[config.mk]
export PLATFORM = sky130hd
export DESIGN_NAME = uart_rx_sampler_flat
export DESIGN_NICKNAME = d
export VERILOG_FILES = /design/src/rtl/uart_pkg.sv /design/src/rtl/uart_rx_sampler_if.sv /design/src/rtl/uart_sync2.sv /design/src/rtl/uart_rx_sampler.sv /design/src/flat_wrapper.sv
export SDC_FILE = /design/constraint.sdc
export NUM_CORES = 1
export LEC_CHECK = 0
export CORE_MARGIN = 1.5
export CORE_UTILIZATION = 25
export DETAILED_ROUTE_END_ITERATION = 12
export PLACE_DENSITY_LB_ADDON = 0.2
export SYNTH_ARGS = -nofsm -noshare
export SYNTH_HDL_FRONTEND = slang
export SYNTH_SLANG_ARGS = --single-unit
[constraint.sdc]
create_clock -name CLK -period 1.8 [get_ports CLK]
set_input_delay 0.18 -clock CLK [delete_from_list [all_inputs] [get_ports CLK]]
set_output_delay 0.18 -clock CLK [all_outputs]
set_load 0.1 [all_outputs]
[src/rtl/uart_pkg.sv]
// Shared UART definitions: RX sampler state encoding and the default
// link parameters used by the TX, RX FSM and RX sampler blocks.
package uart_pkg;

    typedef enum logic [1:0] {
        HUNT  = 2'b00,
        START = 2'b01,
        BITS  = 2'b10,
        STOP  = 2'b11
    } rx_state_t;

    // 50 MHz / (115200 * 16), 8 data bits with one parity bit.
    localparam int DEF_CLK_DIV   = 27;
    localparam int DEF_OVS       = 16;
    localparam int DEF_DATA_BITS = 8;
    localparam int DEF_PARITY_EN = 1;

    function automatic logic maj3(input logic a, input logic b, input logic c);
        return (a & b) | (a & c) | (b & c);
    endfunction

endpackage

[src/rtl/uart_rx_sampler_if.sv]
// Sampler-to-RX-FSM bundle: start pulse, decided bits and stop-bit status.
interface uart_rx_sampler_if;
    logic start_bit;
    logic rx_bit;
    logic bit_valid;
    logic stop_ok;
    logic frame_err;
    logic break_det;
    logic busy;

    modport master (output start_bit, rx_bit, bit_valid, stop_ok, frame_err, break_det, busy);
    modport slave  (input  start_bit, rx_bit, bit_valid, stop_ok, frame_err, break_det, busy);
endinterface

[src/rtl/uart_sync2.sv]
// Two-flop synchronizer for an asynchronous input; reset value is a parameter
// so an idle-high line does not look like activity coming out of reset.
module uart_sync2 #(
    parameter logic RST_VAL = 1'b1
) (
    input  logic CLK,
    input  logic RST,
    input  logic d,
    output logic q
);
    logic meta;

    always_ff @(posedge CLK or posedge RST) begin
        if (RST) begin
            meta <= RST_VAL;
            q    <= RST_VAL;
        end else begin
            meta <= d;
            q    <= meta;
        end
    end
endmodule

[src/rtl/uart_rx_sampler.sv]
// UART receive front-end: synchronize RXD, oversample, validate the start bit
// by mid-bit majority vote and strobe one decided bit per bit period.
module uart_rx_sampler
    import uart_pkg::*;
#(
    parameter int CLK_DIV   = DEF_CLK_DIV,
    parameter int OVS       = DEF_OVS,
    parameter int DATA_BITS = DEF_DATA_BITS,
    parameter int PARITY_EN = DEF_PARITY_EN
) (
    input  logic CLK,
    input  logic RST,
    input  logic RXD,
    input  logic EN,
    uart_rx_sampler_if.master rx
);
    localparam int NBITS = DATA_BITS + PARITY_EN;
    localparam int PW    = (CLK_DIV > 1) ? $clog2(CLK_DIV) : 1;
    localparam int OW    = $clog2(OVS);
    localparam int BW    = $clog2(NBITS + 1);

    rx_state_t         state;
    logic [PW-1:0]     presc;
    logic [OW-1:0]     ovs_cnt;
    logic [BW-1:0]     bit_cnt;
    logic              rxd_s, rxd_prev, fall;
    logic              s0, s1, all_zero;
    logic              start_bit_r, rx_bit_r, bit_valid_r, stop_ok_r, frame_err_r, break_det_r, busy_r;
    logic              tick, wrap, samp_a, samp_b, decide, maj;

    uart_sync2 #(.RST_VAL(1'b1)) u_sync (.CLK(CLK), .RST(RST), .d(RXD), .q(rxd_s));

    always_ff @(posedge CLK or posedge RST) begin
        if (RST) begin
            rxd_prev <= 1'b1;
            fall     <= 1'b0;
        end else begin
            rxd_prev <= rxd_s;
            fall     <= rxd_prev & ~rxd_s;
        end
    end

    // A sample point is named by the ovs_cnt value its tick advances into,
    // so the decision lands on the tick entering OVS/2+1.
    assign tick   = (state != HUNT) && (presc == PW'(CLK_DIV - 1));
    assign wrap   = tick && (ovs_cnt == OW'(OVS - 1));
    assign samp_a = tick && (ovs_cnt == OW'(OVS / 2 - 2));
    assign samp_b = tick && (ovs_cnt == OW'(OVS / 2 - 1));
    assign decide = tick && (ovs_cnt == OW'(OVS / 2));
    assign maj    = maj3(s0, s1, rxd_s);

    always_ff @(posedge CLK or posedge RST) begin
        if (RST) begin
            state       <= HUNT;
            presc       <= '0;
            ovs_cnt     <= '0;
            bit_cnt     <= '0;
            s0          <= 1'b1;
            s1          <= 1'b1;
            all_zero    <= 1'b0;
            start_bit_r <= 1'b1;
            rx_bit_r    <= 1'b1;
            bit_valid_r <= 1'b0;
            stop_ok_r   <= 1'b0;
            frame_err_r <= 1'b0;
            break_det_r <= 1'b0;
            busy_r      <= 1'b0;
        end else begin
            start_bit_r <= 1'b1;
            bit_valid_r <= 1'b0;
            stop_ok_r   <= 1'b0;
            frame_err_r <= 1'b0;
            break_det_r <= 1'b0;
            if (!EN) begin
                state    <= HUNT;
                presc    <= '0;
                ovs_cnt  <= '0;
                bit_cnt  <= '0;
                rx_bit_r <= 1'b1;
                busy_r   <= 1'b0;
            end else begin
                if (state == HUNT) begin
                    presc   <= '0;
                    ovs_cnt <= '0;
                end else begin
                    presc <= tick ? '0 : presc + 1'b1;
                    if (tick) ovs_cnt <= wrap ? '0 : ovs_cnt + 1'b1;
                end
                if (samp_a) s0 <= rxd_s;
                if (samp_b) s1 <= rxd_s;

                unique case (state)
                    HUNT: if (fall) begin
                        state    <= START;
                        bit_cnt  <= '0;
                        all_zero <= 1'b1;
                        busy_r   <= 1'b1;
                    end
                    START: if (decide) begin
                        if (maj) begin
                            state  <= HUNT;
                            busy_r <= 1'b0;
                        end else begin
                            start_bit_r <= 1'b0;
                        end
                    end else if (wrap) begin
                        state <= BITS;
                    end
                    BITS: if (decide) begin
                        rx_bit_r    <= maj;
                        bit_valid_r <= 1'b1;
                        bit_cnt     <= bit_cnt + 1'b1;
                        if (maj) all_zero <= 1'b0;
                    end else if (wrap && bit_cnt == BW'(NBITS)) begin
                        state <= STOP;
                    end
                    // Leave half a bit early so a back-to-back start edge is caught.
                    STOP: if (decide) begin
                        state  <= HUNT;
                        busy_r <= 1'b0;
                        if (maj) begin
                            stop_ok_r <= 1'b1;
                        end else begin
                            frame_err_r <= 1'b1;
                            break_det_r <= all_zero;
                        end
                    end
                endcase
            end
        end
    end

    assign rx.start_bit = start_bit_r;
    assign rx.rx_bit    = rx_bit_r;
    assign rx.bit_valid = bit_valid_r;
    assign rx.stop_ok   = stop_ok_r;
    assign rx.frame_err = frame_err_r;
    assign rx.break_det = break_det_r;
    assign rx.busy      = busy_r;
endmodule

[src/flat_wrapper.sv]
// flat-port wrapper written by rule: the top's interface ports become plain ports
module uart_rx_sampler_flat import uart_pkg::*;
#(
    parameter int CLK_DIV   = DEF_CLK_DIV,
    parameter int OVS       = DEF_OVS,
    parameter int DATA_BITS = DEF_DATA_BITS,
    parameter int PARITY_EN = DEF_PARITY_EN
)
  (CLK, RST, RXD, EN, rx_start_bit, rx_rx_bit, rx_bit_valid, rx_stop_ok, rx_frame_err, rx_break_det, rx_busy);
  uart_rx_sampler_if rx_i ();
  input  logic CLK;
  input  logic RST;
  input  logic RXD;
  input  logic EN;
  output wire logic [$bits(rx_i.start_bit)-1:0] rx_start_bit;
  output wire logic [$bits(rx_i.rx_bit)-1:0] rx_rx_bit;
  output wire logic [$bits(rx_i.bit_valid)-1:0] rx_bit_valid;
  output wire logic [$bits(rx_i.stop_ok)-1:0] rx_stop_ok;
  output wire logic [$bits(rx_i.frame_err)-1:0] rx_frame_err;
  output wire logic [$bits(rx_i.break_det)-1:0] rx_break_det;
  output wire logic [$bits(rx_i.busy)-1:0] rx_busy;
  assign rx_start_bit = rx_i.start_bit;
  assign rx_rx_bit = rx_i.rx_bit;
  assign rx_bit_valid = rx_i.bit_valid;
  assign rx_stop_ok = rx_i.stop_ok;
  assign rx_frame_err = rx_i.frame_err;
  assign rx_break_det = rx_i.break_det;
  assign rx_busy = rx_i.busy;
  uart_rx_sampler #(.CLK_DIV(CLK_DIV), .OVS(OVS), .DATA_BITS(DATA_BITS), .PARITY_EN(PARITY_EN)) u_core (.CLK(CLK), .RST(RST), .RXD(RXD), .EN(EN), .rx(rx_i));
endmodule
==> results of run 1 <==
-- how the worst max path moves through the flow --
stage / start / end / slack, ns / cells after the start
2_1_floorplan: u_core.presc[0] / u_core.state[0] / -0.11 / 8
3_3_place_gp: u_core.presc[0] / u_core.rx.busy / -0.07 / 7
3_5_place_dp: u_core.presc[0] / u_core.state[0] / -0.10 / 7
4_1_cts: u_core.ovs_cnt[0] / u_core.bit_cnt[0] / -0.1 / 8
5_1_grt: u_core.presc[0] / u_core.state[0] / -0.19 / 7
6_report: u_core.presc[0] / u_core.state[0] / -0.11 / 7
-- routing by layer --
metal / track usage, % / part of all wire [%] / vias up
met3: 3.49 / 4.0 / 5
met1: 12.8 / 45 / 522
met2: 18.3 / 50 / 18
met5: 0 / 0 / -
li1: - / - / 520
met4: 5.54 / 1.0 / 0
-- flip-flops by register name, indices dropped and copies added (netlist names), 2 cells and up --
signal          flops
u_core.presc        5
u_core.bit_cnt      4
u_core.ovs_cnt      4
u_core.state        2
-- cell families (layout without fill, tap and decap cells) --
family	after synthesis	in the layout
AOI/OAI and AO/OA	14	14
xor gates and xnor gates	6	6
adders and majority gates	8	8
DFF	29	29
muxes	6	6
buffers and inverters	10	53
and+or+nand+nor	54	54
-- area by class of cell --
class                   instances  area share (%)
inverters                       7            1.37
multi-input cells              88            34.5
clock buffers                   8            4.68
well taps                      72            4.68
repair buffers                 38            16.5
flip-flops and latches         29            38.2
-- report_power, final --
group / internal, mW / leakage (nW) / switching [mW]
Combinational: 0.161 / 0.438 / 0.247
Sequential: 0.691 / 0.371 / 0.0203
Clock: 0.311 / 0.0455 / 0.230
-- cells in the final DEF (no fill, tap or decap), types with 2 or more instances in the layout --
cell type,synthesis,layout
nand2_1,7,7
nand3b_1,2,2
a21oi_1,4,2
buf_4,1,33
nor3_1,3,3
nand3_1,9,8
mux2_4,1,2
clkdlybuf4s50_1,0,3
buf_12,0,2
a21oi_2,0,2
nor2b_1,3,3
dfrtp_1,22,22
mux2_2,4,3
ha_1,7,7
nand4b_1,2,2
clkbuf_8,0,6
inv_1,7,7
xor2_1,4,4
and2_4,0,2
clkbuf_1,2,2
dfstp_2,7,7
nor2_1,13,13
xnor2_1,2,2
o21ai_0,2,2
-- worst max-delay path, stage by stage (launching register included) --
cell and delay [ns]:
dfrtp_1 0.38, inv_1 0.06, ha_1 0.13, and4b_2 0.30
nand3_4 0.08, or3_4 0.38, o211ai_1 0.14, mux2_4 0.33
-- timing repair --
item / 4_1_cts / 5_1_grt
pin swaps: 1 / 3
setup buffers: 2 / 0
endpoints found under the hold margin: 0 / 0
resized for setup: 1 / 6
endpoints found under the setup margin: 6 / 8
cloned: 0 / 0
==> metrics.md, run 1 <==
| Metric | Value |
|---|---|
| Sequential area share after synthesis | `52.0%` |
| Post-synth ARST share | `100%` |
| Post-Layout Inst Area | `1920 µm²` |
| DP Worst Slack | `-0.102 ns` |
| Count leader, synth | `dfrtp_1` |
| Finished Layout Cells | `242` |
| EDFF count, synth | `0` |
| Synth Area in XOR/XNOR | `3.72%` |
| Final min period | `1.91 ns` |
| Fin. Hold Viols | `0` |
| Simple-Gate Fraction of Synth Area | `22.9%` |
| Final core occ | `35.1%` |
| Fillers | `549` |
| FF+latch count, synth | `29` |
| Initial core utilization | `25.8%` |
| Leakage power figure | `0.855 nW` |
| Drt initial violations | `35` |
| R2R Setup Slk | `-0.11 ns` |
| Synth Area in Adders | `6.91%` |
| Slew margin rel. | `75.5%` |
| Worst EP required | `1.96 ns` |
| RSZ-0062 raised after global routing | `yes` |
| CP arrival | `2.07 ns` |
| Setup violators final | `3` |
| Overall Power | `1.66 mW` |
| Pre-Repair DR Iteration Count | `4` |
| Via density | `4.40` |
| Multiplexer area fraction after synthesis | `4.96%` |
| Synthesized Nets | `138` |
| Post-synth top area cell | `dfrtp_1` |
| Congestion Overflow GR | `0` |
| Worst Tran Pin Value | `0.368 ns` |
| Hold WS | `0.277 ns` |
| Post-DP Area | `1790 µm²` |
| # diodes | `0` |
| Synth area leaders | `dfrtp_1 (39%), dfstp_2 (13%), ha_1 (6.2%), nor2_1 (3.5%), nand3_1 (3.2%)` |
| Synth Area in Compound Gates | `6.56%` |
| CTS tree | `done` |
| Clk_skew | `0.00465 ns` |
| Die area | `6110 µm²` |
| Cell variety after synth | `42` |
| DP Cell Count | `232` |
| NumNets Final | `180` |
| Worst setup EP type | `flop` |
| Via count | `1065` |
| Area grow syn2layout | `36.3%` |
| Failing checks | `negative setup slack` |
| Leading register cell type out of synthesis | `dfrtp_1` |
| Hold/Removal Path Class | `in -> async` |
| Clk Latency, worst-skew pair | `0.28 ns` |
| CP max FO | `5` |
| Final Max Slew Viols | `0` |
| Mapped Area | `1410 µm²` |
| DP HPWL | `2260 µm` |
| Boundary Pins | `11` |
| Pwr dens | `863 nW/µm²` |
| Top cells by count, synth | `dfrtp_1 (22), nor2_1 (13), nand3_1 (9)` |
| WL/cell | `12.8 µm` |
| Synth warnings | `0` |
| CTS buffer count | `5` |
| Input/output buffers | `10` |
| H-Tree Depth | `2` |
| GRT Total Usage | `11.0%` |
| CTS root buf | `clkbuf_8` |
| Yosys top cell area share | `39.0%` |
| Multi-input gate area | `664 µm²` |
| Seq. cell area | `734 µm²` |
| Final period utilization | `106%` |
| Residual DRC | `0` |
| Fraction of layout cells with a size suffix above 1 | `40.0%` |
| Reg2reg end | `u_core.state[0]` |
| Clock slew at reported path FFs | `0.06 ns` |
| VDD IR max | `461 µV` |
| Post-route ant nets | `0` |
| Fmax achieved | `0.523 GHz` |
| Reg2reg start | `u_core.presc[0]` |
| Syn avg cell area | `11.1 µm²` |
| Die Wd | `78.1 µm` |
| Maxcap violations | `0` |
| Setup ws final | `-0.112 ns` |
| FF-to-FF path depth | `7` |
| Maximum clock insertion buffer count | `2` |
| Row Count | `27` |
| Initial antenna violation count | `0` |
| First-pass GRT wire length | `5060 µm` |
| Detailed Route WL | `3090 µm` |
| Core area | `5470 µm²` |
| Main combinational cell family by area after synthesis | `simple AND/OR/NAND/NOR gates` |
| Largest net degree at the start of global routing | `30` |
| Setup TNS Final | `-0.261 ns` |
| CP Launch Type | `flop` |
| Cell count after synthesis | `127` |
| Post-CTS Hold Buffers | `0` |
| Routability Congestion | `0.825` |
| Status | `finished with violations` |
| Critical path type | `reg -> reg` |
| Die Y | `78.1 µm` |
| Vias in the first global route | `1105` |
| Clock sinks | `29` |
(Power assumes the default switching activity.)
==> inputs of run 2 (changes only) <==
==> constraint.sdc (replaced) <==
create_clock -name CLK -period 1.8 [get_ports CLK]
set_input_delay 0.36 -clock CLK [delete_from_list [all_inputs] [get_ports CLK]]
set_output_delay 0.36 -clock CLK [all_outputs]
set_load 0.005 [all_outputs]
==> run 2 against run 1 <==
  * The run still ends with negative setup slack left
  * Via count is the same
  * Design area grew 1.2%
  * Worst hold slack gained 0.049 ns
  * Register-to-register slack is essentially flat
  * Routed wire length shrank 0.65%
  * Non-clock buffer count grew 3
  * Highest routed layer unchanged
==> metrics.md, run 2 (synthesis results as in run 1) <==
| Metric | Value |
|---|---|
| Maximum clock insertion buffer count | `2 (unchanged)` |
| Sw Ratio | `26.6% (-3.4 points)` |
| VDD IR max | `441 µV (-4.4%)` |
| Die Y | `78.1 µm (unchanged)` |
| Fraction of layout cells with a size suffix above 1 | `35.8% (-4.2 points)` |
| Worst Tran Pin Value | `0.306 ns (-0.0613 ns)` |
| Post-Layout Inst Area | `1950 µm² (+1.2%)` |
| Internal power | `1.14 mW (-2.2%)` |
| H-Tree Depth | `2 (unchanged)` |
| Pre-Repair DR Iteration Count | `4 (unchanged)` |
| # diodes | `0 (unchanged)` |
| Fin. Hold Viols | `0 (unchanged)` |
| Gate power share | `21.5% (-3.1 points)` |
| Vias in the first global route | `1115 (+0.90%)` |
| Drt initial violations | `38 (+8.6%)` |
| Clk Latency, worst-skew pair | `0.28 ns (about the same)` |
| Routability Congestion | `0.827 (+0.23%)` |
| CP max FO | `5 (unchanged)` |
| RSZ-0062 raised after global routing | `yes` |
| Pwr dens | `796 nW/µm² (-7.8%)` |
| Top flop regs | `u_core.presc x5, u_core.bit_cnt x4, u_core.ovs_cnt x4` |
| DP Worst Slack | `-0.219 ns (-0.116 ns)` |
| Detailed Route WL | `3070 µm (-0.65%)` |
| Final period utilization | `106% (-0.39 points)` |
| Reg2reg start | `u_core.presc[0]` |
| Initial core utilization | `25.8% (unchanged)` |
| Seq pwr share | `45.9% (+3.1 points)` |
| WL/cell | `12.5 µm (-1.9%)` |
| Largest net degree at the start of global routing | `25 (-17%)` |
| Clock sinks | `29 (unchanged)` |
| Row Count | `27 (unchanged)` |
| Number of flip-flops in the largest register | `5 (unchanged)` |
| Initial antenna violation count | `0 (unchanged)` |
| Final Max Slew Viols | `0 (unchanged)` |
| Clock power share | `32.6% (about the same)` |
| Setup ws final | `-0.105 ns (+0.00703 ns)` |
| Fillers | `572 (+4.2%)` |
| Residual DRC | `0 (unchanged)` |
| Worst EP required | `1.96 ns (about the same)` |
| Setup TNS Final | `-0.210 ns (+0.0508 ns)` |
| Failing checks | `negative setup slack` |
| Final core occ | `35.6% (+0.41 points)` |
| Hold/Removal Path Class | `in -> async` |
| Overall Power | `1.55 mW (-6.7%)` |
| Die Wd | `78.1 µm (unchanged)` |
| Boundary Pins | `11 (unchanged)` |
| GRT Total Usage | `11.0% (about the same)` |
| NumNets Final | `183 (+1.7%)` |
| CTS buffer count | `5 (unchanged)` |
| Via count | `1065 (unchanged)` |
| CP Launch Type | `flop` |
| Slew margin rel. | `79.6% (+4.1 points)` |
| Seq. cell area | `734 µm² (unchanged)` |
| Post-DP Area | `1820 µm² (+1.5%)` |
| Clock slew at reported path FFs | `0.06 ns (about the same)` |
| CTS root buf | `clkbuf_8` |
| Status | `finished with violations` |
| Area grow syn2layout | `37.9%` |
| Commonest non-fill, non-tap cells in the layout | `buf_4 (30), dfrtp_1 (22), nor2_1 (13)` |
| CP startpoint | `u_core.presc[0]` |
| Clk_skew | `0.00378 ns (-0.000874 ns)` |
| CTS tree | `done` |
| Final min period | `1.90 ns (-0.00703 ns)` |
| Hold WS | `0.325 ns (+0.0487 ns)` |
| DP HPWL | `2340 µm (+3.5%)` |
| Leakage power figure | `0.846 nW (-0.98%)` |
| Input/output buffers | `10 (unchanged)` |
| Commonest non-fill, non-tap cell in the layout | `buf_4` |
| Post-route ant nets | `0 (unchanged)` |
| First-pass GRT wire length | `5110 µm (+0.95%)` |
| P_sw | `0.411 mW (-17%)` |
| Multi-input gate area | `669 µm² (+0.75%)` |
| Critical path type | `reg -> reg` |
| Biggest register | `u_core.presc` |
| Setup violators final | `3 (unchanged)` |
| DP Cell Count | `235 (+1.3%)` |
| Finished Layout Cells | `245 (+1.2%)` |
| Die area | `6110 µm² (unchanged)` |
| Maxcap violations | `0 (unchanged)` |
| Core area | `5470 µm² (unchanged)` |
| Worst setup EP type | `flop` |
| Fmax achieved | `0.525 GHz (+0.37%)` |
| Via density | `4.35 (-1.2%)` |
| Congestion Overflow GR | `0 (unchanged)` |
| CP arrival | `2.07 ns (about the same)` |
[run 2: worst max-delay path, stage by stage, from the launching register on]
cell	delay [ns]
dfrtp_1	0.37
inv_1	0.06
ha_1	0.13
and4b_2	0.30
nand3_4	0.07
or3_4	0.38
and3_4	0.19
mux2_4	0.29
[run 2: path summary, 6_finish.rpt]
| kind | to | cells past startpoint | slack [ns] |
|---|---|---|---|
| worst max-delay path | u_core.rx.busy | 7 | -0.10 |
| worst min-delay path | u_core.bit_cnt[3] | 2 | 0.33 |
| worst max register to register | u_core.rx.busy | 7 | -0.10 |
| worst min register to register | u_core.u_sync.q | 0 | 0.36 |
| max in group asynchronous | u_core.u_sync.q | 3 | 0.97 |
| min in group CLK | u_core.u_sync.q | 0 | 0.36 |
[run 2: area by class of cell]
type                    instances  area share (%)
clock buffers                   8            4.12
multi-input cells              88            34.4
inverters                       7            1.35
well taps                      72            4.63
repair buffers                 41            17.7
flip-flops and latches         29            37.7
[run 2: power groups by stage]
stage               Combinational (mW)  Sequential, mW  Clock (mW)
finish                           0.333           0.711       0.505
global route                     0.364           0.714       0.553
CTS                              0.322           0.711       0.528
detailed placement               0.318           0.721           0
global placement                 0.310           0.720           0
floorplan                        0.182           0.720           0
[run 2: timing repair]
action	in CTS	in global routing
buffers inserted	1	1
pin swaps	1	2
setup endpoints to repair	4	9
hold buffers	0	0
resized for setup	1	6
hold endpoints to repair	0	0
[run 2: per-layer routing]
layer / share of wire, % / track usage [%] / routed length [µm]
met5: 0 / 0 / 0
met1: 46 / 12.6 / 1400
met4: 2.6 / 5.36 / 80
met2: 49 / 18.5 / 1500
met3: 2.7 / 3.49 / 83
==> inputs of run 3 (changes only) <==
--- a/config.mk
+++ b/config.mk
@@ -5,6 +5,7 @@
 export SDC_FILE = /design/constraint.sdc
 export NUM_CORES = 1
 export LEC_CHECK = 0
+export ABC_AREA = 1
 export CORE_MARGIN = 1.5
 export CORE_UTILIZATION = 25
 export DETAILED_ROUTE_END_ITERATION = 12
==> constraint.sdc (replaced) <==
create_clock -name CLK -period 1.62 [get_ports CLK]
set_input_delay 0.324 -clock CLK [delete_from_list [all_inputs] [get_ports CLK]]
set_output_delay 0.324 -clock CLK [all_outputs]
set_load 0.005 [all_outputs]
==> run 3 against run 2 <==
  * The run now ends clean
  * Setup slack improved by 0.17 ns
  * Total power rose by 54%
  * Highest routed layer unchanged
  * Area after synthesis rose by 7.4%
  * Synthesized cell count increased by 37%
  * Sequential share of layout area down 1.4 points
  * Largest cell class is now multi-input combinational cells
==> metrics.md, run 3 <==
| Metric | Value |
|---|---|
| Count leader, synth | `nand2_1` |
| First-pass GRT wire length | `5040 µm (-1.3%)` |
| Clock slew at reported path FFs | `0.07 ns (about the same)` |
| Fraction of layout cells with a size suffix above 1 | `31.4% (-4.4 points)` |
| Pwr dens | `1180 nW/µm² (+48%)` |
| CP arrival | `1.74 ns (-0.33 ns)` |
| DP Cell Count | `274 (+17%)` |
| Congestion Overflow GR | `0 (unchanged)` |
| Synthesized Nets | `185 (+34%)` |
| Worst Tran Pin Value | `0.287 ns (-0.0193 ns)` |
| Synth Area in XOR/XNOR | `3.47% (-0.26 points)` |
| Seq. cell area | `734 µm² (unchanged)` |
| Finished Layout Cells | `285 (+16%)` |
| Area grow syn2layout | `33.2%` |
| Cell variety after synth | `27 (-36%)` |
| Synth warnings | `0 (unchanged)` |
| Post-CTS Hold Buffers | `0 (unchanged)` |
| Initial antenna violation count | `0 (unchanged)` |
| FF+latch count, synth | `29 (unchanged)` |
| Leakage power figure | `0.919 nW (+8.7%)` |
| Multi-input gate area | `736 µm² (+9.9%)` |
| Number of flip-flops in the largest register | `5 (unchanged)` |
| Worst setup EP type | `flop` |
| Maximum clock insertion buffer count | `2 (unchanged)` |
| Biggest register | `u_core.presc` |
| EDFF count, synth | `0 (unchanged)` |
| Synth area leaders | `dfrtp_1 (36%), dfstp_2 (12%), nand2_1 (9.2%), ha_1 (5.8%), nor2_1 (5.7%)` |
| Hold WS | `0.358 ns (+0.0326 ns)` |
| Initial core utilization | `25.7% (-0.045 points)` |
| Main combinational cell family by area after synthesis | `simple AND/OR/NAND/NOR gates` |
| CP Launch Type | `flop` |
| Vias in the first global route | `1081 (-3.0%)` |
| Die area | `6540 µm² (+7.1%)` |
| Post-DP Area | `1840 µm² (+1.1%)` |
| Row Count | `28 (+3.7%)` |
| Fin. Hold Viols | `0 (unchanged)` |
| Fillers | `636 (+11%)` |
| Post-synth top area cell | `dfrtp_1` |
| CTS buffer count | `5 (unchanged)` |
| VDD IR max | `451 µV (+2.2%)` |
| CTS tree | `done` |
| FF-to-FF path depth | `11 (+4)` |
| Slowest stage delay, CP | `0.40 ns (+0.02 ns)` |
| DP Worst Slack | `-0.0763 ns (+0.142 ns)` |
| Via density | `4.16 (-4.3%)` |
| Reg2reg end | `u_core.state[1]` |
| Cell count after synthesis | `174 (+37%)` |
| Clk_skew | `0.00593 ns (+0.00215 ns)` |
| Final Max Slew Viols | `0 (unchanged)` |
| Syn avg cell area | `8.71 µm² (-22%)` |
| Setup ws final | `0.0627 ns (+0.168 ns)` |
| Clk Latency, worst-skew pair | `0.29 ns (about the same)` |
| Worst path slowest cell | `dfrtp_1` |
| Simple-Gate Fraction of Synth Area | `31.4% (+8.5 points)` |
| Drt initial violations | `53 (+39%)` |
| Worst-path cell chain | `inv_2, ha_4, nand2_4, nor2_4, nand3_4, nand2_2, nor2_2, nor2_2, nand2_2, nand2_1, nand2_1` |
| Input/output buffers | `10 (unchanged)` |
| Slew margin rel. | `80.8% (+1.2 points)` |
| Leading register cell type out of synthesis | `dfrtp_1` |
| Commonest non-fill, non-tap cell in the layout | `nand2_1` |
| Critical path type | `reg -> reg` |
| NumNets Final | `220 (+20%)` |
| Largest net degree at the start of global routing | `30 (+20%)` |
| Core area | `5890 µm² (+7.5%)` |
| Residual DRC | `0 (unchanged)` |
| Setup violators final | `0 (-3)` |
| Sequential area share after synthesis | `48.5% (-3.6 points)` |
| Post-route ant nets | `0 (unchanged)` |
| Hold/Removal Path Class | `reg -> reg` |
| Top flop regs | `u_core.presc x5, u_core.bit_cnt x4, u_core.ovs_cnt x4` |
| Detailed Route WL | `3030 µm (-1.1%)` |
| H-Tree Depth | `2 (unchanged)` |
| Clock sinks | `29 (unchanged)` |
| DP HPWL | `2160 µm (-8.0%)` |
| Boundary Pins | `11 (unchanged)` |
| Pre-Repair DR Iteration Count | `4 (unchanged)` |
| Commonest non-fill, non-tap cells in the layout | `nand2_1 (33), nor2_1 (22), dfrtp_1 (22)` |
| # diodes | `0 (unchanged)` |
| Mapped Area | `1520 µm² (+7.4%)` |
| WL/cell | `10.6 µm (-15%)` |
| Die Wd | `80.9 µm (+3.5%)` |
| Maxcap violations | `0 (unchanged)` |
| Hold Path End | `u_core.u_sync.q` |
| CTS root buf | `clkbuf_8` |
| Fmax achieved | `0.642 GHz (+22%)` |
| Yosys top cell area share | `36.3% (-2.7 points)` |
| Worst Min Path Start | `u_core.u_sync.meta` |
| Post-synth ARST share | `100% (unchanged)` |
| Via count | `1185 (+11%)` |
| Final min period | `1.56 ns (-0.348 ns)` |
| Final period utilization | `96.1% (-9.7 points)` |
| Worst EP required | `1.80 ns (-0.16 ns)` |
| Multiplexer area fraction after synthesis | `0% (-5.0 points)` |
| Reg2reg start | `u_core.ovs_cnt[1]` |
| Top cells by count, synth | `nand2_1 (37), nor2_1 (23), dfrtp_1 (22)` |
| Synth Area in Adders | `5.78% (-1.1 points)` |
| Hold path depth | `0` |
| R2R Setup Slk | `0.06 ns (+0.17 ns)` |
| CP max FO | `7 (+2)` |
| Setup TNS Final | `0 ns (+0.210 ns)` |
| Status | `complete, no violations` |
| Die Y | `80.9 µm (+3.5%)` |
| Post-Layout Inst Area | `2020 µm² (+3.7%)` |
| Synth Area in Compound Gates | `5.28% (-1.3 points)` |
| RSZ-0062 raised after global routing | `yes` |
| Routability Congestion | `0.830 (+0.35%)` |
| GRT Total Usage | `10.6% (-0.43 points)` |
[run 3: final cells by class]
type                            instances  share of cell area, %
Clock buffer                            6                   4.09
Clock inverter                          2                   1.86
Inverter                               21                   4.03
Multi-Input combinational cell        123                   36.5
Sequential cell                        29                   36.4
Tap cell                               75                   4.65
Timing Repair Buffer                   29                   12.5
[run 3: stage by stage]
step / power [mW] / util, %
after CTS: 2.37 / 33.2
final: 2.38 / 34.3
after detailed placement: 1.56 / 31.2
after global placement: 1.57 / 31.2
after floorplan: 1.35 / -
after global routing: 2.52 / 34.3
[run 3: critical path: cells and delay by family (launching register included)]
family | cells | cell delay, ns
buffers and inverters | 1 | 0.11
flip-flops | 1 | 0.40
AND/OR/NAND/NOR | 9 | 0.79
adder cells (fa/ha/maj) | 1 | 0.15
[run 3: worst max path at each step]
stage	from	to	cells after the start
2_1_floorplan	u_core.ovs_cnt[0]	u_core.state[0]	11
4_1_cts	u_core.ovs_cnt[1]	u_core.state[1]	11
5_1_grt	u_core.ovs_cnt[1]	u_core.state[0]	11
3_5_place_dp	EN	u_core.ovs_cnt[3]	7
3_3_place_gp	EN	u_core.ovs_cnt[3]	7
6_report	u_core.ovs_cnt[1]	u_core.state[1]	11
[run 3: layer usage]
| layer | GRT usage [%] | vias to the layer above | wire, µm |
|---|---|---|---|
| met5 | 0 | - | 0 |
| met4 | 6.72 | 0 | 89 |
| met3 | 3.03 | 6 | 97 |
| met2 | 15.3 | 14 | 1340 |
| met1 | 13.7 | 550 | 1510 |
| li1 | - | 615 | - |
[run 3: where the power goes]
| part | switching (mW) | internal, mW |
|---|---|---|
| clock | 0.306 | 0.500 |
| combinational | 0.416 | 0.280 |
| sequential | 0.0786 | 0.799 |
[run 3: cells by family after synthesis]
group	Yosys count
and+or+nand+nor	97
DFF	29
buffers and inverters	22
AOI/OAI and AO/OA	13
adders and majority gates	7
xor gates and xnor gates	6
[run 3: what timing repair did]
item	CTS	global route
buffers inserted	0	3
gates resized for setup	2	12
hold endpoints to repair	0	0
pin swaps	0	8
setup endpoints to repair	2	9
